<file path="config.mk">
export PLATFORM = sky130hd
export DESIGN_NAME = req_burst_ctrl
export DESIGN_NICKNAME = d
export VERILOG_FILES = /design/src/rtl/req_burst_ctrl_pkg.sv /design/src/rtl/req_burst_ctrl_client.sv /design/src/rtl/req_burst_ctrl.sv
export SDC_FILE = /design/constraint.sdc
export NUM_CORES = 1
export LEC_CHECK = 0
export ABC_AREA = 1
export BUFFER_PORTS_ARGS = -buffer_cell sky130_fd_sc_hd__buf_4
export CAP_MARGIN = 20
export CORE_ASPECT_RATIO = 1.4
export CORE_MARGIN = 8
export CORE_UTILIZATION = 52
export CTS_CLUSTER_DIAMETER = 200
export DETAILED_ROUTE_END_ITERATION = 16
export PLACE_DENSITY_LB_ADDON = 0.15
export RECOVER_POWER = 100
export SLEW_MARGIN = 20
export SYNTH_ARGS = -nofsm -noshare
export SYNTH_HDL_FRONTEND = slang
export SYNTH_HIERARCHICAL = 1
export SYNTH_SLANG_ARGS = --single-unit
</file>
<file path="constraint.sdc">
create_clock -name clock -period 1.95 [get_ports clock]
set_input_delay 0.2925 -clock clock [delete_from_list [all_inputs] [get_ports clock]]
set_output_delay 0.2925 -clock clock [all_outputs]
set_load 0.01 [all_outputs]
</file>
<file path="src/rtl/req_burst_ctrl_pkg.sv">
// Shared definitions for the burst request controller: client FSM encoding
// and the post-burst cool-down length.
package req_burst_ctrl_pkg;

  localparam int NUM_CLIENTS = 4;
  localparam int SRC_W       = 2;

  // Cool-down holds req low long enough for the arbiter to release its grant.
  localparam int COOL_CYCLES = 2;
  localparam int COOL_W      = (COOL_CYCLES > 1) ? $clog2(COOL_CYCLES) : 1;

  typedef enum logic [1:0] {
    ST_IDLE = 2'b00,
    ST_REQ  = 2'b01,
    ST_COOL = 2'b10
  } client_state_e;

endpackage

</file>
<file path="src/rtl/req_burst_ctrl_client.sv">
// Per-client burst sequencer: accepts a start, requests the arbiter for len
// beats, then cools down before accepting the next burst.
//
//   state | meaning
//   IDLE  | waiting for start with a nonzero length
//   REQ   | req high, cnt_q beats still owed, one beat per selected grant
//   COOL  | req low for COOL_CYCLES while the arbiter drops its grant
module req_burst_client
  import req_burst_ctrl_pkg::*;
#(
  parameter int LW = 4
) (
  input  logic          clock,
  input  logic          reset,
  input  logic          start,
  input  logic [LW-1:0] len,
  input  logic          beat,
  output logic          req,
  output logic          done
);

  client_state_e state_q, state_d;
  logic [LW-1:0]     cnt_q, cnt_d;
  logic [COOL_W-1:0] cool_q, cool_d;
  logic              req_q, req_d;
  logic              done_q, done_d;

  always_ff @(posedge clock or posedge reset) begin
    if (reset) begin
      state_q <= ST_IDLE;
      cnt_q   <= '0;
      cool_q  <= '0;
      req_q   <= 1'b0;
      done_q  <= 1'b0;
    end else begin
      state_q <= state_d;
      cnt_q   <= cnt_d;
      cool_q  <= cool_d;
      req_q   <= req_d;
      done_q  <= done_d;
    end
  end

  always_comb begin
    state_d = state_q;
    cnt_d   = cnt_q;
    cool_d  = cool_q;
    done_d  = 1'b0;
    case (state_q)
      ST_IDLE: begin
        if (start && (len != '0)) begin
          state_d = ST_REQ;
          cnt_d   = len;
        end
      end
      ST_REQ: begin
        if (beat) begin
          cnt_d = cnt_q - LW'(1);
          if (cnt_q == LW'(1)) begin
            state_d = ST_COOL;
            cool_d  = COOL_W'(COOL_CYCLES - 1);
            done_d  = 1'b1;
          end
        end
      end
      ST_COOL: begin
        if (cool_q == '0) begin
          state_d = ST_IDLE;
        end else begin
          cool_d = cool_q - COOL_W'(1);
        end
      end
      default: begin
        state_d = ST_IDLE;
        cnt_d   = '0;
        cool_d  = '0;
      end
    endcase
    req_d = (state_d == ST_REQ);
  end

  assign req  = req_q;
  assign done = done_q;

endmodule

</file>
<file path="src/rtl/req_burst_ctrl.sv">
// Four-client burst request controller: per-client sequencers, lowest-index
// beat selection among granted requesters, registered data mux and error flag.
module req_burst_ctrl
  import req_burst_ctrl_pkg::*;
#(
  parameter int DW = 8,
  parameter int LW = 4
) (
  input  logic             clock,
  input  logic             reset,
  input  logic             start_0,
  input  logic             start_1,
  input  logic             start_2,
  input  logic             start_3,
  input  logic [LW-1:0]    len,
  input  logic [DW-1:0]    data_in_0,
  input  logic [DW-1:0]    data_in_1,
  input  logic [DW-1:0]    data_in_2,
  input  logic [DW-1:0]    data_in_3,
  input  logic             gnt_0,
  input  logic             gnt_1,
  input  logic             gnt_2,
  input  logic             gnt_3,
  output logic             req_0,
  output logic             req_1,
  output logic             req_2,
  output logic             req_3,
  output logic             done_0,
  output logic             done_1,
  output logic             done_2,
  output logic             done_3,
  output logic [DW-1:0]    data_out,
  output logic             data_valid,
  output logic [SRC_W-1:0] data_src,
  output logic             multi_gnt_err
);

  logic [NUM_CLIENTS-1:0] start_vec, gnt_vec, req_vec, done_vec, beat_vec;
  logic [DW-1:0]          din_vec [NUM_CLIENTS];
  logic [SRC_W-1:0]       sel_idx;
  logic                   any_beat;
  logic                   multi_gnt;

  logic [DW-1:0]    data_q, data_d;
  logic [SRC_W-1:0] src_q, src_d;
  logic             valid_q, valid_d;
  logic             err_q, err_d;

  assign start_vec  = {start_3, start_2, start_1, start_0};
  assign gnt_vec    = {gnt_3, gnt_2, gnt_1, gnt_0};
  assign din_vec[0] = data_in_0;
  assign din_vec[1] = data_in_1;
  assign din_vec[2] = data_in_2;
  assign din_vec[3] = data_in_3;

  for (genvar k = 0; k < NUM_CLIENTS; k++) begin : g_client
    req_burst_client #(
      .LW(LW)
    ) u_client (
      .clock (clock),
      .reset (reset),
      .start (start_vec[k]),
      .len   (len),
      .beat  (beat_vec[k]),
      .req   (req_vec[k]),
      .done  (done_vec[k])
    );
  end

  // A grant only counts for a client that is currently requesting; among
  // several such clients the lowest index wins the beat.
  always_comb begin
    beat_vec = '0;
    sel_idx  = '0;
    any_beat = 1'b0;
    for (int i = 0; i < NUM_CLIENTS; i++) begin
      if (!any_beat && gnt_vec[i] && req_vec[i]) begin
        beat_vec[i] = 1'b1;
        sel_idx     = SRC_W'(i);
        any_beat    = 1'b1;
      end
    end
  end

  assign multi_gnt = ($countones(gnt_vec) > 1);

  always_comb begin
    data_d  = data_q;
    src_d   = src_q;
    valid_d = any_beat;
    err_d   = err_q | multi_gnt;
    if (any_beat) begin
      data_d = din_vec[sel_idx];
      src_d  = sel_idx;
    end
  end

  always_ff @(posedge clock or posedge reset) begin
    if (reset) begin
      data_q  <= '0;
      src_q   <= '0;
      valid_q <= 1'b0;
      err_q   <= 1'b0;
    end else begin
      data_q  <= data_d;
      src_q   <= src_d;
      valid_q <= valid_d;
      err_q   <= err_d;
    end
  end

  assign req_0         = req_vec[0];
  assign req_1         = req_vec[1];
  assign req_2         = req_vec[2];
  assign req_3         = req_vec[3];
  assign done_0        = done_vec[0];
  assign done_1        = done_vec[1];
  assign done_2        = done_vec[2];
  assign done_3        = done_vec[3];
  assign data_out      = data_q;
  assign data_src      = src_q;
  assign data_valid    = valid_q;
  assign multi_gnt_err = err_q;

endmodule

</file>
==> results of run 1 <==
state kept, by name, indices dropped and copies added (netlist names):
| signal | flops |
|---|---|
| g_client.u_client/done | 4 |
| data_src | 2 |
| data_out | 8 |
| multi_gnt_err | 1 |
| g_client.u_client/state_q | 8 |
| g_client.u_client/req | 4 |
| data_valid | 1 |
| g_client.u_client/cnt_q | 16 |
| g_client.u_client/cool_q | 4 |
cells in the final DEF, fill, tap and decap left out, types with 8 or more instances in the layout:
cell,instances
nand2_2,8
nor2_1,33
dfrtp_1,48
nand2_4,10
o21ai_0,9
o21ai_1,10
buf_4,43
nand2_1,135
clkbuf_1,22
nand3_1,45
inv_2,12
ha_1,8
inv_1,52
cell families after synthesis:
kind of cell	Yosys count	synth area share
simple gates	255	0.4120
buf+inv	74	0.1020
flops	48	0.3901
compound gates	26	0.05689
fa+ha+maj	9	0.03901
metrics by stage:
stage	setup WS, ns	std cells	total power, mW	utilization
6_report	0.2983	551	4.842	0.6234
5_1_grt	0.1464	551	5.302	0.6234
4_1_cts	0.4219	551	5.115	0.6491
3_5_place_dp	0.4166	543	4.281	0.6251
3_3_place_gp	0.4440	543	4.201	0.6251
2_1_floorplan	0.5274	412	3.543	-
final cells by class:
class                   count  share of cell area
clock buffers               5             0.01910
flip-flops and latches     48              0.3333
repair buffers             66              0.1153
clock inverters             2             0.01667
well taps                  70             0.02431
inverters                  70             0.07569
multi-input cells         290              0.4156
worst min-delay path by stage:
stage,startpoint,endpoint,slack (ns),depth (start not counted)
final,gnt_2,multi_gnt_err,0.25,3
after global routing,gnt_2,multi_gnt_err,0.26,3
after CTS,gnt_2,multi_gnt_err,0.24,3
after detailed placement,reset,g_client[3].u_client/state_q[0],0.30,2
after global placement,reset,g_client[0].u_client/cnt_q[0],0.31,2
after floorplan,reset,g_client[0].u_client/cnt_q[0],0.12,1
tightest hold or removal path, delay by kind of cell:
kind / cells / cell delay (ns)
buf+inv: 1 / 0.09
simple gates: 2 / 0.13
report_power, final:
group | switching, mW | internal, mW
logic | 1.47 | 0.856
registers | 0.293 | 1.39
clock network | 0.326 | 0.505
layer usage:
layer	GRT usage	up-vias	share of wire	wire, um
met1	0.2041	1259	0.39	3080
met3	0.04523	13	0.076	603
met4	0.08333	0	0.035	277
li1	-	1403	-	-
met5	0	-	0	0
met2	0.3387	92	0.50	3953
==> results.toml, run 1 <==
[status]
status = "complete, no violations"

[cts]
clock_sinks = 48
clock_latency_ns = 0.30
ctsHoldBuffers = 1
postCtsSetupRepairBufs = 0
clock_path_buffers = 2
cts_tree = "yes"
cts_buffers = 5
ctsResizeCount = 0
root_buffer = "clkbuf_8"
cts_max_level = 2
path_clk_slew_ns = 0.09

[critical_path]
crit_slowest_cell = "dfrtp_1"
rr_endpoint = "g_client[3].u_client/cnt_q[2]"
cp.arrival_ns = 1.83
worstSetupPathDepth = 8
crit_buf_inv = 2
reg2reg_slack_ns = 0.30
path_delay_family = "simple AND/OR/NAND/NOR gates"
crit_end = "g_client[3].u_client/cnt_q[2]"
r2r_start = "g_client[3].u_client/req"
path_max_fanout = 11
worstSetupStartpointType = "register"
path_cells = "nand2_1 -> inv_1 -> nand4_4 -> inv_1 -> o21ai_1 -> nand2_4 -> nand2_1 -> o21ai_0"
end_kind = "register"
r2r_cells = 8
worstSetupStartpoint = "g_client[3].u_client/req"
setup.worst_path.class = "reg -> reg"
cpPeakStageDelay_ns = 0.41
required_ns = 2.13

[place]
dp_hpwl_um = 6413
dpl_cell_area_mm2 = 0.003613
place.gp.congestion = 0.9772
io_buffers = 65

[logic_synthesis]
avgSynthCellArea_um2 = 7.474
synth_edf_count = 0
yosysTopAreaCell = "dfrtp_1"
synth_most_common_cell = "nand2_1"
syn_inst = 412
ys_async_sr_fraction = 1.000
synth_area_mm2 = 0.003079
synth_area_leaders = "dfrtp_1 (39%), nand2_1 (16%), nand3_1 (7.3%)"
ys_seq_elements = 48
yosys_warnings = 6
synth_common_cells = "nand2_1 (131), inv_1 (51), dfrtp_1 (48), nand3_1 (45), nor2_1 (27)"
yosysUniqueCellTypes = 26
synth_top_cell_area_share = 0.3901
ys.flop_type = "dfrtp_1"
synth_nets = 467
seq_area_frac_synth = 0.3901

[route]
drc = 0
drt_iter0_drc = 96
routed_wl_um = 7915
postRouteAntennaNets = 0
vias_per_cell = 5.022
drt-wirelength-per-cell_um = 14.36
dr.pass1.iters = 5
via_count = 2767

[floorplanning]
core_area_mm2 = 0.005781
fp.dieW_um = 81.04
rows = 33
dieArea_mm2 = 0.008675
ios = 66
die_height_um = 107.1
start_util = 0.5327

[global_route]
grt_pass1_wl_um = 13020
antenna_found_initial = 0
grt_usage = 0.1899
overflow = 0
grt_pass1_vias = 2785
grt_max_degree = 18

[cells_and_area]
multi_input_area_mm2 = 0.001498
regArea_mm2 = 0.001201
final_area_mm2 = 0.003603
diodes = 0
drive_gt1_frac = 0.2162
nets = 536
syn2layout_area_growth_pct = 17.03
fillCellCount = 591

[sta]
setup_viol = 0
fin_crit_sh = 0.8470
maxSlewViolCount = 0
slew_headroom = 0.6544
grt_setup_unrepaired = "false"
worst_pin_slew_ns = 0.5178
hold_viol = 0
whs_ns = 0.2526
fmaxAchievable_mhz = 605.5
clock_skew_ns = 0.009490
fin_setup_tns_ns = 0
period_needed_ns = 1.652

[power_and_ir_drop]
p_leak_nw = 1.979
ir_drop_uv = 815.4
p_per_area_mw_per_mm2 = 1344

[job]
drv_cap = 0

[min_path]
hold_path_class = "in -> reg"
Note: power is estimated with default switching activity, not from simulation.
==> inputs of run 2 (changes only) <==
Settings changed: CORE_UTILIZATION 52 to 50.
Clock period 1.95 ns to 1.5 ns, I/O delays scaled along.
==> results.toml, run 2 (synthesis gave the netlist of run 1 again) <==
[status]
status = "complete, no violations"

[min_path]
hold_end = "multi_gnt_err"
min_path_cells = 3
hold_path_class = "in -> reg"
min_from = "gnt_2"

[critical_path]
r2r_start = "g_client[1].u_client/req"
required_ns = 1.68
worstSetupStartpointType = "register"
end_kind = "register"
cp.arrival_ns = 1.60
path_max_fanout = 10
r2r_cells = 8
rr_endpoint = "data_src[0]"
setup.worst_path.class = "reg -> reg"
reg2reg_slack_ns = 0.09

[route]
postRouteAntennaNets = 0
drc = 0
routed_wl_um = 7899
dr.pass1.iters = 4
drt-wirelength-per-cell_um = 14.13
via_count = 2793
drt_iter0_drc = 113
vias_per_cell = 4.996

[cts]
cts_buffers = 5
cts_tree = "yes"
clock_path_buffers = 2
cts_max_level = 2
root_buffer = "clkbuf_8"
clock_sinks = 48
clock_latency_ns = 0.30
path_clk_slew_ns = 0.09

[sta]
worst_pin_slew_ns = 0.4739
grt_setup_unrepaired = "true"
maxSlewViolCount = 0
hold_viol = 0
slew_headroom = 0.6837
period_needed_ns = 1.414
setup_viol = 0
fin_crit_sh = 0.9427
fmaxAchievable_mhz = 707.2
clock_skew_ns = 0.005554
fin_ws_ns = 0.08593

[cells_and_area]
largest_register_ffs = 16
instances_no_fill = 559
syn2layout_area_growth_pct = 21.58
final_common_cell = "nand2_1"
top_register = "g_client.u_client/cnt_q"
fillCellCount = 608
diodes = 0
drive_gt1_frac = 0.2854
post-route-util = 0.6154
final_area_mm2 = 0.003744
layout_common_cells = "nand2_1 (130), buf_4 (55), inv_1 (51)"
nets = 541
multi_input_area_mm2 = 0.001587
regArea_mm2 = 0.001202

[global_route]
overflow = 0
grt_pass1_vias = 2784
antenna_found_initial = 0
grt_usage = 0.1823
grt_pass1_wl_um = 12770
grt_max_degree = 17

[place]
place_inst = 549
dpl_cell_area_mm2 = 0.003646
place.gp.congestion = 0.8967
pre_cts_slack_ns = 0.05094
io_buffers = 65
dp_hpwl_um = 6329

[floorplanning]
dieArea_mm2 = 0.008961
rows = 34
ios = 66
die_height_um = 108.9
fp.dieW_um = 82.33
core_area_mm2 = 0.006083
start_util = 0.5062

[job]
drv_cap = 0

[power_and_ir_drop]
ir_drop_uv = 933.6
power_mw = 6.358
p_per_area_mw_per_mm2 = 1698
p_leak_nw = 2.033
-- run 2: cell count changes in the layout (fill, tap and decap cells not counted), sizes merged --
cell and delta:
clkinv -3, bufinv -2, clkbuf -7, inv +5
buf +13
-- run 2: area by class of cell --
type                       count  area share
timing repair buffer          71      0.1324
tap                           72     0.02406
clock buffer                   6     0.02206
multi-input combinational    290      0.4238
clock inverter                 2    0.003676
sequential                    48      0.3212
inverter                      70     0.07286
-- run 2: power by group --
group / internal [mW] / switching, mW
logic: 1.31 / 2.05
registers: 1.81 / 0.358
clock network: 0.378 / 0.451
-- run 2: through the flow --
| step | hold slack (ns) | setup TNS [ns] |
|---|---|---|
| 5_1_grt | 0.2208 | -0.05002 |
| 3_5_place_dp | 0.2575 | 0 |
| 4_1_cts | 0.1838 | 0 |
| 6_report | 0.2001 | 0 |
| 3_3_place_gp | 0.2537 | 0 |
| 2_1_floorplan | 0.05292 | 0 |
-- run 2: critical path, stage by stage (launching register included) --
cell	delay, ns
dfrtp_2	0.45
nand2_2	0.12
nand2_4	0.08
nor2_2	0.16
nor2_2	0.08
nand2_4	0.13
clkinv_4	0.11
nand2_1	0.08
nand3_1	0.08
-- run 2: worst max-delay path by stage --
stage,startpoint,end,slack (ns)
4_1_cts,g_client[0].u_client/req,data_out[6],0.03
3_5_place_dp,g_client[0].u_client/req,data_out[6],0.05
6_report,g_client[1].u_client/req,data_src[0],0.09
2_1_floorplan,g_client[3].u_client/req,g_client[3].u_client/cnt_q[0],0.08
5_1_grt,g_client[3].u_client/req,data_out[3],-0.04
3_3_place_gp,g_client[0].u_client/req,data_out[6],0.06
-- run 2: per-layer routing --
metal	track usage	routed length (um)	vias to the layer above
met4	0.08690	246	0
met1	0.2054	3094	1266
li1	-	-	1416
met3	0.04043	682	14
met2	0.3133	3876	97
met5	0	0	-
-- run 2: what timing repair did --
item / 4_1_cts / 5_1_grt
setup endpoints to repair: 0 / 13
hold endpoints to repair: 48 / 0
buffers inserted: 0 / 1
gates resized for setup: 0 / 5
hold buffers: 1 / 0
